File: src/rtl/sd_cmd_responder.sv
// Card-side SD CMD line responder: receives 48-bit host commands, validates them and
// returns a CRC7-protected short or long response, optionally holding DAT0 busy.
module sd_cmd_responder #(
    parameter int N_CR        = 5,
    parameter int RSP_TIMEOUT = 60,
    parameter int BUSY_W      = 16
) (
    input  logic              sd_clk_i,
    input  logic              rst_ni,
    input  logic              cmd_i,
    output logic              cmd_o,
    output logic              cmd_en_o,
    output logic              dat0_busy_o,
    output logic              cmd_valid_o,
    output logic              cmd_err_o,
    output logic              crc_err_o,
    output logic              end_bit_err_o,
    output logic [5:0]        cmd_index_o,
    output logic [31:0]       cmd_arg_o,
    output logic              rsp_ready_o,
    input  logic              rsp_valid_i,
    input  logic [1:0]        rsp_type_i,
    input  logic [119:0]      rsp_data_i,
    input  logic [BUSY_W-1:0] rsp_busy_cycles_i,
    output logic              rsp_miss_o
);

    localparam int CW = $clog2(RSP_TIMEOUT + N_CR + 2) + 1;

    localparam logic [CW-1:0] CYC_FIRST   = CW'(2);
    localparam logic [CW-1:0] CYC_TX_GO   = CW'(N_CR - 1);
    localparam logic [CW-1:0] CYC_TIMEOUT = CW'(RSP_TIMEOUT);

    localparam logic [5:0] RX_LAST    = 6'd47;
    localparam logic [5:0] RX_CRC_END = 6'd40;

    localparam logic [7:0] SHORT_DATA_END = 8'd40;
    localparam logic [7:0] LONG_DATA_END  = 8'd128;
    localparam logic [7:0] SHORT_LAST     = 8'd47;
    localparam logic [7:0] LONG_LAST      = 8'd135;
    localparam logic [7:0] LONG_CRC_FROM  = 8'd8;

    localparam logic [1:0] RSP_NONE       = 2'b00;
    localparam logic [1:0] RSP_LONG       = 2'b01;
    localparam logic [1:0] RSP_SHORT_BUSY = 2'b11;

    typedef enum logic [2:0] {
        IDLE,
        RX,
        CHECK,
        WAIT_RSP,
        TX,
        BUSY
    } state_e;

    state_e              state_q, state_d;
    logic [46:0]         shift_q, shift_d;
    logic [5:0]          rx_cnt_q, rx_cnt_d;
    logic [6:0]          crc_q, crc_d;
    logic [5:0]          idx_q, idx_d;
    logic [31:0]         arg_q, arg_d;
    logic [CW-1:0]       cyc_q, cyc_d;
    logic                have_q, have_d;
    logic                rsp_long_q, rsp_long_d;
    logic [119:0]        rsp_data_q, rsp_data_d;
    logic [135:0]        tx_sr_q, tx_sr_d;
    logic [7:0]          tx_cnt_q, tx_cnt_d;
    logic [BUSY_W-1:0]   busy_cnt_q, busy_cnt_d;

    logic                hs;
    logic                desc_long;
    logic [119:0]        desc_data;
    logic                tx_bit;
    logic                crc_bad;
    logic                frame_bits_bad;
    logic [7:0]          tx_data_end;
    logic [7:0]          tx_crc_from;
    logic [7:0]          tx_last;

    // Serial CRC7 (x^7 + x^3 + 1), MSB first.
    function automatic logic [6:0] crc7_step(input logic [6:0] crc, input logic b);
        logic fb;
        fb = crc[6] ^ b;
        return {crc[5:0], 1'b0} ^ {3'b000, fb, 2'b00, fb};
    endfunction

    // After the end bit, shift_q holds frame bits 46..0 (the start bit is implicit).
    assign crc_bad        = (shift_q[7:1] != crc_q);
    assign frame_bits_bad = ~shift_q[46] | ~shift_q[0];

    assign tx_data_end = rsp_long_q ? LONG_DATA_END : SHORT_DATA_END;
    assign tx_crc_from = rsp_long_q ? LONG_CRC_FROM : 8'd0;
    assign tx_last     = rsp_long_q ? LONG_LAST : SHORT_LAST;

    assign cmd_index_o = idx_q;
    assign cmd_arg_o   = arg_q;

    always_ff @(posedge sd_clk_i or negedge rst_ni) begin
        if (!rst_ni) begin
            state_q    <= IDLE;
            shift_q    <= '0;
            rx_cnt_q   <= '0;
            crc_q      <= '0;
            idx_q      <= '0;
            arg_q      <= '0;
            cyc_q      <= '0;
            have_q     <= 1'b0;
            rsp_long_q <= 1'b0;
            rsp_data_q <= '0;
            tx_sr_q    <= '0;
            tx_cnt_q   <= '0;
            busy_cnt_q <= '0;
        end else begin
            state_q    <= state_d;
            shift_q    <= shift_d;
            rx_cnt_q   <= rx_cnt_d;
            crc_q      <= crc_d;
            idx_q      <= idx_d;
            arg_q      <= arg_d;
            cyc_q      <= cyc_d;
            have_q     <= have_d;
            rsp_long_q <= rsp_long_d;
            rsp_data_q <= rsp_data_d;
            tx_sr_q    <= tx_sr_d;
            tx_cnt_q   <= tx_cnt_d;
            busy_cnt_q <= busy_cnt_d;
        end
    end

    always_comb begin
        state_d    = state_q;
        shift_d    = shift_q;
        rx_cnt_d   = rx_cnt_q;
        crc_d      = crc_q;
        idx_d      = idx_q;
        arg_d      = arg_q;
        cyc_d      = cyc_q;
        have_d     = have_q;
        rsp_long_d = rsp_long_q;
        rsp_data_d = rsp_data_q;
        tx_sr_d    = tx_sr_q;
        tx_cnt_d   = tx_cnt_q;
        busy_cnt_d = busy_cnt_q;

        cmd_o         = 1'b1;
        cmd_en_o      = 1'b0;
        dat0_busy_o   = 1'b0;
        cmd_valid_o   = 1'b0;
        cmd_err_o     = 1'b0;
        crc_err_o     = 1'b0;
        end_bit_err_o = 1'b0;
        rsp_ready_o   = 1'b0;
        rsp_miss_o    = 1'b0;
        hs            = 1'b0;
        desc_long     = rsp_long_q;
        desc_data     = rsp_data_q;
        tx_bit        = 1'b1;

        unique case (state_q)
            IDLE: begin
                if (!cmd_i) begin
                    state_d  = RX;
                    rx_cnt_d = 6'd1;
                    crc_d    = '0;
                end
            end

            RX: begin
                shift_d  = {shift_q[45:0], cmd_i};
                rx_cnt_d = rx_cnt_q + 6'd1;
                if (rx_cnt_q < RX_CRC_END) begin
                    crc_d = crc7_step(crc_q, cmd_i);
                end
                if (rx_cnt_q == RX_LAST) begin
                    // Frame bit k sits at shift_q[k-1] until the end bit shifts in.
                    idx_d   = shift_q[44:39];
                    arg_d   = shift_q[38:7];
                    state_d = CHECK;
                end
            end

            CHECK: begin
                crc_err_o     = crc_bad;
                end_bit_err_o = frame_bits_bad;
                if (crc_bad || frame_bits_bad) begin
                    cmd_err_o = 1'b1;
                    state_d   = IDLE;
                end else begin
                    cmd_valid_o = 1'b1;
                    cyc_d       = CYC_FIRST;
                    have_d      = 1'b0;
                    state_d     = WAIT_RSP;
                end
            end

            WAIT_RSP: begin
                cyc_d = cyc_q + CW'(1);
                if (!have_q && (cyc_q == CYC_TIMEOUT)) begin
                    rsp_miss_o = 1'b1;
                    state_d    = IDLE;
                end else begin
                    rsp_ready_o = ~have_q;
                    hs          = rsp_ready_o & rsp_valid_i;
                    if (hs) begin
                        desc_long  = (rsp_type_i == RSP_LONG);
                        desc_data  = rsp_data_i;
                        rsp_long_d = desc_long;
                        rsp_data_d = rsp_data_i;
                        busy_cnt_d = (rsp_type_i == RSP_SHORT_BUSY) ? rsp_busy_cycles_i : '0;
                        have_d     = 1'b1;
                    end
                    if (hs && (rsp_type_i == RSP_NONE)) begin
                        state_d = IDLE;
                    end else if ((have_q || hs) && (cyc_q >= CYC_TX_GO)) begin
                        state_d  = TX;
                        tx_cnt_d = '0;
                        crc_d    = '0;
                        if (desc_long) begin
                            tx_sr_d = {2'b00, 6'h3F, desc_data, 8'h00};
                        end else begin
                            tx_sr_d = {2'b00, idx_q, desc_data[31:0], 96'h0};
                        end
                    end
                end
            end

            TX: begin
                cmd_en_o = 1'b1;
                if (tx_cnt_q < tx_data_end) begin
                    tx_bit = tx_sr_q[135];
                    if (tx_cnt_q >= tx_crc_from) begin
                        crc_d = crc7_step(crc_q, tx_bit);
                    end
                end else if (tx_cnt_q < (tx_data_end + 8'd7)) begin
                    tx_bit = crc_q[6];
                    crc_d  = {crc_q[5:0], 1'b0};
                end
                cmd_o    = tx_bit;
                tx_sr_d  = {tx_sr_q[134:0], 1'b0};
                tx_cnt_d = tx_cnt_q + 8'd1;
                if (tx_cnt_q == tx_last) begin
                    state_d = (busy_cnt_q != '0) ? BUSY : IDLE;
                end
            end

            BUSY: begin
                dat0_busy_o = 1'b1;
                busy_cnt_d  = busy_cnt_q - BUSY_W'(1);
                if (busy_cnt_q <= BUSY_W'(1)) begin
                    state_d = IDLE;
                end
            end

            default: begin
                state_d = IDLE;
            end
        endcase
    end

endmodule

File: config.mk
export PLATFORM = sky130hd
export DESIGN_NAME = sd_cmd_responder
export DESIGN_NICKNAME = d
export VERILOG_FILES = /design/src/rtl/sd_cmd_responder.sv
export SDC_FILE = /design/constraint.sdc
export NUM_CORES = 1
export LEC_CHECK = 0
export ABC_AREA = 1
export BUFFER_PORTS_ARGS = -buffer_cell sky130_fd_sc_hd__buf_2
export CELL_PAD_IN_SITES_DETAIL_PLACEMENT = 1
export CELL_PAD_IN_SITES_GLOBAL_PLACEMENT = 1
export CORE_ASPECT_RATIO = 1.1
export CORE_UTILIZATION = 48
export CTS_CLUSTER_SIZE = 20
export DETAILED_ROUTE_END_ITERATION = 6
export PLACE_DENSITY_LB_ADDON = 0.1
export SKIP_CTS_REPAIR_TIMING = 1
export SYNTH_ARGS = -nofsm -noshare
export SYNTH_HDL_FRONTEND = slang
export SYNTH_SLANG_ARGS = --single-unit
File: constraint.sdc
create_clock -name sd_clk_i -period 3.2 [get_ports sd_clk_i]
set_input_delay 0.16 -clock sd_clk_i [delete_from_list [all_inputs] [get_ports sd_clk_i]]
set_output_delay 0.16 -clock sd_clk_i [all_outputs]
set_load 0.1 [all_outputs]
* Yosys cells after proc, flatten, opt, wreduce, memory -nomap -nowiden
Index checks and enable logic that the tools add are counted.
** Word-level totals
- Flip-flop bits (word level) :: 391
- Input bits :: 142
- Output and inout bits :: 47
- Logic and storage cells :: 143
** Cells by class
- $add $sub $neg :: 5
- Magnitude comparators :: 6
- Equal/unequal tests :: 24
- Multiplexer cells :: 62
- Bitwise gates (word level) :: 10
- Reductions and logical operators :: 23
** Operators by type and width (number)
- 136-bit two-way mux :: 3
- 136-bit one-hot mux with 2 select lines :: 1
- 134-bit two-way mux :: 1
- 120-bit two-way mux :: 1
- 7-bit two-way mux :: 8
- 16-bit two-way mux :: 3
- 8-bit two-way mux :: 6
- 16-bit one-hot mux with 2 select lines :: 1
- 8-bit one-hot mux with 2 select lines :: 2
- 7-bit one-hot mux with 4 select lines :: 1
- 3-bit two-way mux :: 8
- 1-bit two-way mux :: 21
- 2-bit != test, second input constant :: 10
- 3-bit one-hot mux with 6 select lines :: 1
- 8-bit by 1-bit adder with 8-bit output, second input constant :: 2
- 16-bit by 1-bit less-or-equal comparator with 1-bit output, second input constant :: 1
- 8-bit less-than comparator :: 2
- 16-bit nonzero test :: 1
- 16-bit by 1-bit subtractor with 16-bit output, second input constant :: 1
- 7-bit by 4-bit bitwise XOR with 7-bit output :: 2
- 6-bit one-hot mux with 2 select lines :: 1
- 8-bit by 3-bit adder with 8-bit output, second input constant :: 1
- 8-bit by 6-bit equality test with 1-bit output, second input constant :: 1
- 8-bit equality test :: 1
- other kinds (33) :: 50

* Depth between registers and ports, before layout
- Depth in word-level cells :: 10
- Gate-level depth with buffers :: 13
- Mapped depth without buffers :: 12

* Worst setup path before layout
Ideal clock, no wire load.
- Path type :: reg-to-output
- Start point :: register state_q[2]
- End point :: output rsp_ready_o
- Arrival time :: 2.971 ns
- Data required time :: 3.040 ns
- Slack :: 0.069 ns
- Stages on the path, launching flop included :: 5
- Path buffers :: 1
- Cells stage by stage :: dfrtp_1 -> nor2_2 -> inv_2 -> clkbuf_1 -> nor3_1
** On the way
- Cells in the longest elaborated chain, start to end :: 2
** Ends and longest elaborated chain
- from (decl) :: line 56 : state_e state_q, state_d;
- from (signal assigned) :: line 114 : state_q <= state_d;
- 3-bit by 2-bit equality test with 1-bit output :: line 159 : unique case (state_q)
- 1-bit two-way mux :: line 159
- to (decl) :: line 20 : output logic rsp_ready_o,
No other way between the ends.

* Final worst setup path
- Start point :: register rsp_long_q
- End point :: output cmd_o
** On the way
- Cells in the longest elaborated chain, start to end :: 6
- Elaborated cells between the ends (all ways) :: 7
** Ends and longest elaborated chain
- from (decl) :: line 64 : logic rsp_long_q, rsp_long_d;
- from (signal assigned) :: line 122 : rsp_long_q <= rsp_long_d;
- 8-bit two-way mux (*) :: line 91 : assign tx_data_end = rsp_long_q ? LONG_DATA_END : SHORT_DATA_END;
- 8-bit by 3-bit adder with 8-bit output :: line 234 : end else if (tx_cnt_q < (tx_data_end + 8'd7)) begin
- 8-bit less-than comparator :: line 234
- 1-bit two-way mux :: line 234
- 1-bit two-way mux (*) :: line 229 : if (tx_cnt_q < tx_data_end) begin
- 1-bit two-way mux (*) :: line 159
- to (decl) :: line 11 : output logic cmd_o,
Every way passes the cells marked *; elsewhere a longest branch is shown, timed or not.

==> flow_summary.ini <==
[critical_path]
path_buf_inv = 2
endpoint_kind = output port
path_common_cell = nand2_1
r2r-start = have_q
cp_slowest_stage_delay_ns = 0.48
crit_chain = inv_1 -> ha_1 -> nand3_1 -> nand2_1 -> nor2_2 -> nand2_1 -> o211ai_1 -> buf_12
crit_type = register to output port
slowest_stage = dfrtp_1
cp_max_fo = 5
cpLargestDelayFamily = simple AND/OR/NAND/NOR gates
cp.arrival_ns = 2.64
startpoint = rsp_long_q
required_ns = 3.04
start_kind = register

[logic_synthesis]
syn_area_um2 = 18830
ys_async_sr_fraction_pct = 100.0
yosysWarnings = 0
synth_edf_count = 0
synth_area_leaders = dfrtp_1, nand2_1, o21ai_0, mux2i_1, inv_1
synthCells = 2372
ys_ff_latch = 383
ys_types = 39
syn_nets = 2526
yosys-top-cells-count = nand2_1, o21ai_0, dfrtp_1, inv_1
synth_top_cell_by_area = dfrtp_1
yosysMostFrequentCell = nand2_1
synthFlopType = dfrtp_1
syn_avg_cell_area_um2 = 7.937
synthDominantCellAreaShare_pct = 50.91
synth_seq_area_share_pct = 50.91

[route]
wl_mm = 53.59
dr_total_vias = 16542
dr.pass1.iters = 4
drtIter0Drc = 842
avgRoutedWirePerCell_um = 17.41
drc = 0
avgViaCountPerCell = 5.374
ant_nets = 0

[die]
die_area_um2 = 40020
core_um2 = 38380
die-width_um = 190.8
dieHeight_um = 209.7
initial_core_util_pct = 49.05
ios = 189
row_count = 75

[placed_design]
dp_hpwl_mm = 32.49
gp_congestion = 0.8319
pre_cts_ws_ns = 0.7464
io_buffers = 188

[power_and_ir_drop]
ir_worst_vdd_mv = 0.6569
power.density_nw_per_um2 = 894.2
leakagePower_uw = 0.01125

[cells_and_area]
drive_gt1_share_pct = 12.68
fillerInstances = 4743
multi_input_area_um2 = 7914
register_area_um2 = 9584
syn_to_final_growth_pct = 16.55
final_nets = 2702
diodes = 0

[cts]
path_clk_slew_ns = 0.06
cts_buffers = 42
worstSkewPairLatency_ns = 0.57
cts-root-buf = clkbuf_16
cts_tree = yes
h-tree-depth = 2
cts_sinks = 383
clockBufferDepth = 3

[global_route]
grt_pass1_wl_mm = 87.38
grtUsageTotal_pct = 26.74
gr-total-overflow = 0
grt_pass1_vias = 17335
grt_max_degree = 211
antenna_found_initial = 0

[timing]
setup-violations-final = 0
finClkSkew_ns = 0.01967
slew_headroom_pct = 37.91
hold_viol = 13
hold_slack_ns = -0.06345
min_period_ns = 2.799
fin_crit_sh_pct = 87.46
rsz0062_at_grt = false
setup_tns_ns = 0
setup_ws_ns = 0.4012
slew_violations = 0
worst_pin_slew_ns = 0.9304
fmax_mhz = 357.3

[run]
max_cap_violations = 0

[run_status]
status = complete, but fails checks
violations = hold timing

[hold_path]
hp-start = rsp_data_i[85]
hp-class = input port to register
worst paths after layout:
kind                       slack, ns  cells past startpoint              end
max                             0.40                      8            cmd_o
max in group asynchronous       2.02                      3       shift_q[3]
min reg2reg                     0.48                      2    cmd_arg_o[16]
max reg2reg                     0.74                     11      tx_sr_q[99]
min in group asynchronous       0.20                      2  rsp_data_q[101]
min                            -0.06                      3   rsp_data_q[85]
worst min-delay path, cell delays in order:
cell	delay, ns
buf_2	0.09
mux2i_1	0.07
o21ai_0	0.14
placed cells by master (no fill, tap or decap), types with 2 or more instances in the layout:
master           n
nand2_8          2
nor3_1           6
mux2i_1         56
clkbuf_16       43
clkbuf_1        13
dlygate4sd3_1   58
o21ai_1         17
buf_2          186
nand4_1          7
inv_2            6
nand2_2          7
or2_2           21
a21oi_1         12
o21ai_2          3
o21bai_1         3
nand2_4          2
xnor2_1          6
o211ai_1        31
nor2_1          75
buf_12          12
o22ai_2          2
o31ai_1          4
xor2_1           9
a31oi_1          5
o211ai_2         2
o22ai_1          2
o21ai_0        384
inv_1          148
nand3_1         75
ha_1            12
buf_4           13
dfrtp_1        383
clkbuf_8         8
nor2_2           4
bufinv_16        3
clkinv_2         6
nand2_1        940
kinds of logic (layout without fill, tap and decap cells):
kind of cell / Yosys count / after routing / synth area share, %
compound gates: 469 / 469 / 13.35
xor+xnor: 15 / 15 / 0.6978
fa+ha+maj: 12 / 12 / 0.7975
buf+inv: 294 / 500 / 7.217
flops: 383 / 383 / 50.91
mux: 57 / 57 / 3.037
simple gates: 1142 / 1142 / 23.99
flip-flops by register name, summed over array words and instances, names as in the netlist, 6 cells and up:
name         flops
tx_cnt_q         8
cmd_index_o      6
busy_cnt_q      16
rx_cnt_q         6
cyc_q            8
tx_sr_q        128
cmd_arg_o       32
crc_q            7
rsp_data_q     120
shift_q         47
layout make-up:
class / instances / share of cell area [%]
clock inverters: 10 / 0.5987
inverters: 156 / 2.686
multi-input cells: 1695 / 36.06
clock buffers: 64 / 5.628
repair buffers: 270 / 8.496
well taps: 500 / 2.851
flip-flops and latches: 383 / 43.68
where the power goes:
group / switching (µW) / internal (µW)
clock network: 2040 / 2900
logic: 4790 / 2240
registers: 1090 / 6570
per-layer routing:
layer | vias up | wire length, µm | global-route usage (%)
met5 | - | 0 | 0
met4 | 0 | 1535 | 8.221
met3 | 95 | 1755 | 4.030
met2 | 271 | 26420 | 45.49
met1 | 8237 | 23880 | 34.95
li1 | 7939 | - | -
through the flow:
| stage | util [%] | total power [µW] | std cells | area [µm²] |
|---|---|---|---|---|
| finish | 57.17 | 19620 | 3078 | 21940 |
| global route | 57.17 | 21140 | 3078 | 21940 |
| CTS | 55.66 | 19670 | 3020 | 21360 |
| detailed placement | 52.10 | 14580 | 2946 | 20000 |
| global placement | 52.10 | 14130 | 2946 | 20000 |
| floorplan | - | 12680 | 2372 | 18830 |
No activity file was read; power rests on OpenSTA's default activity.
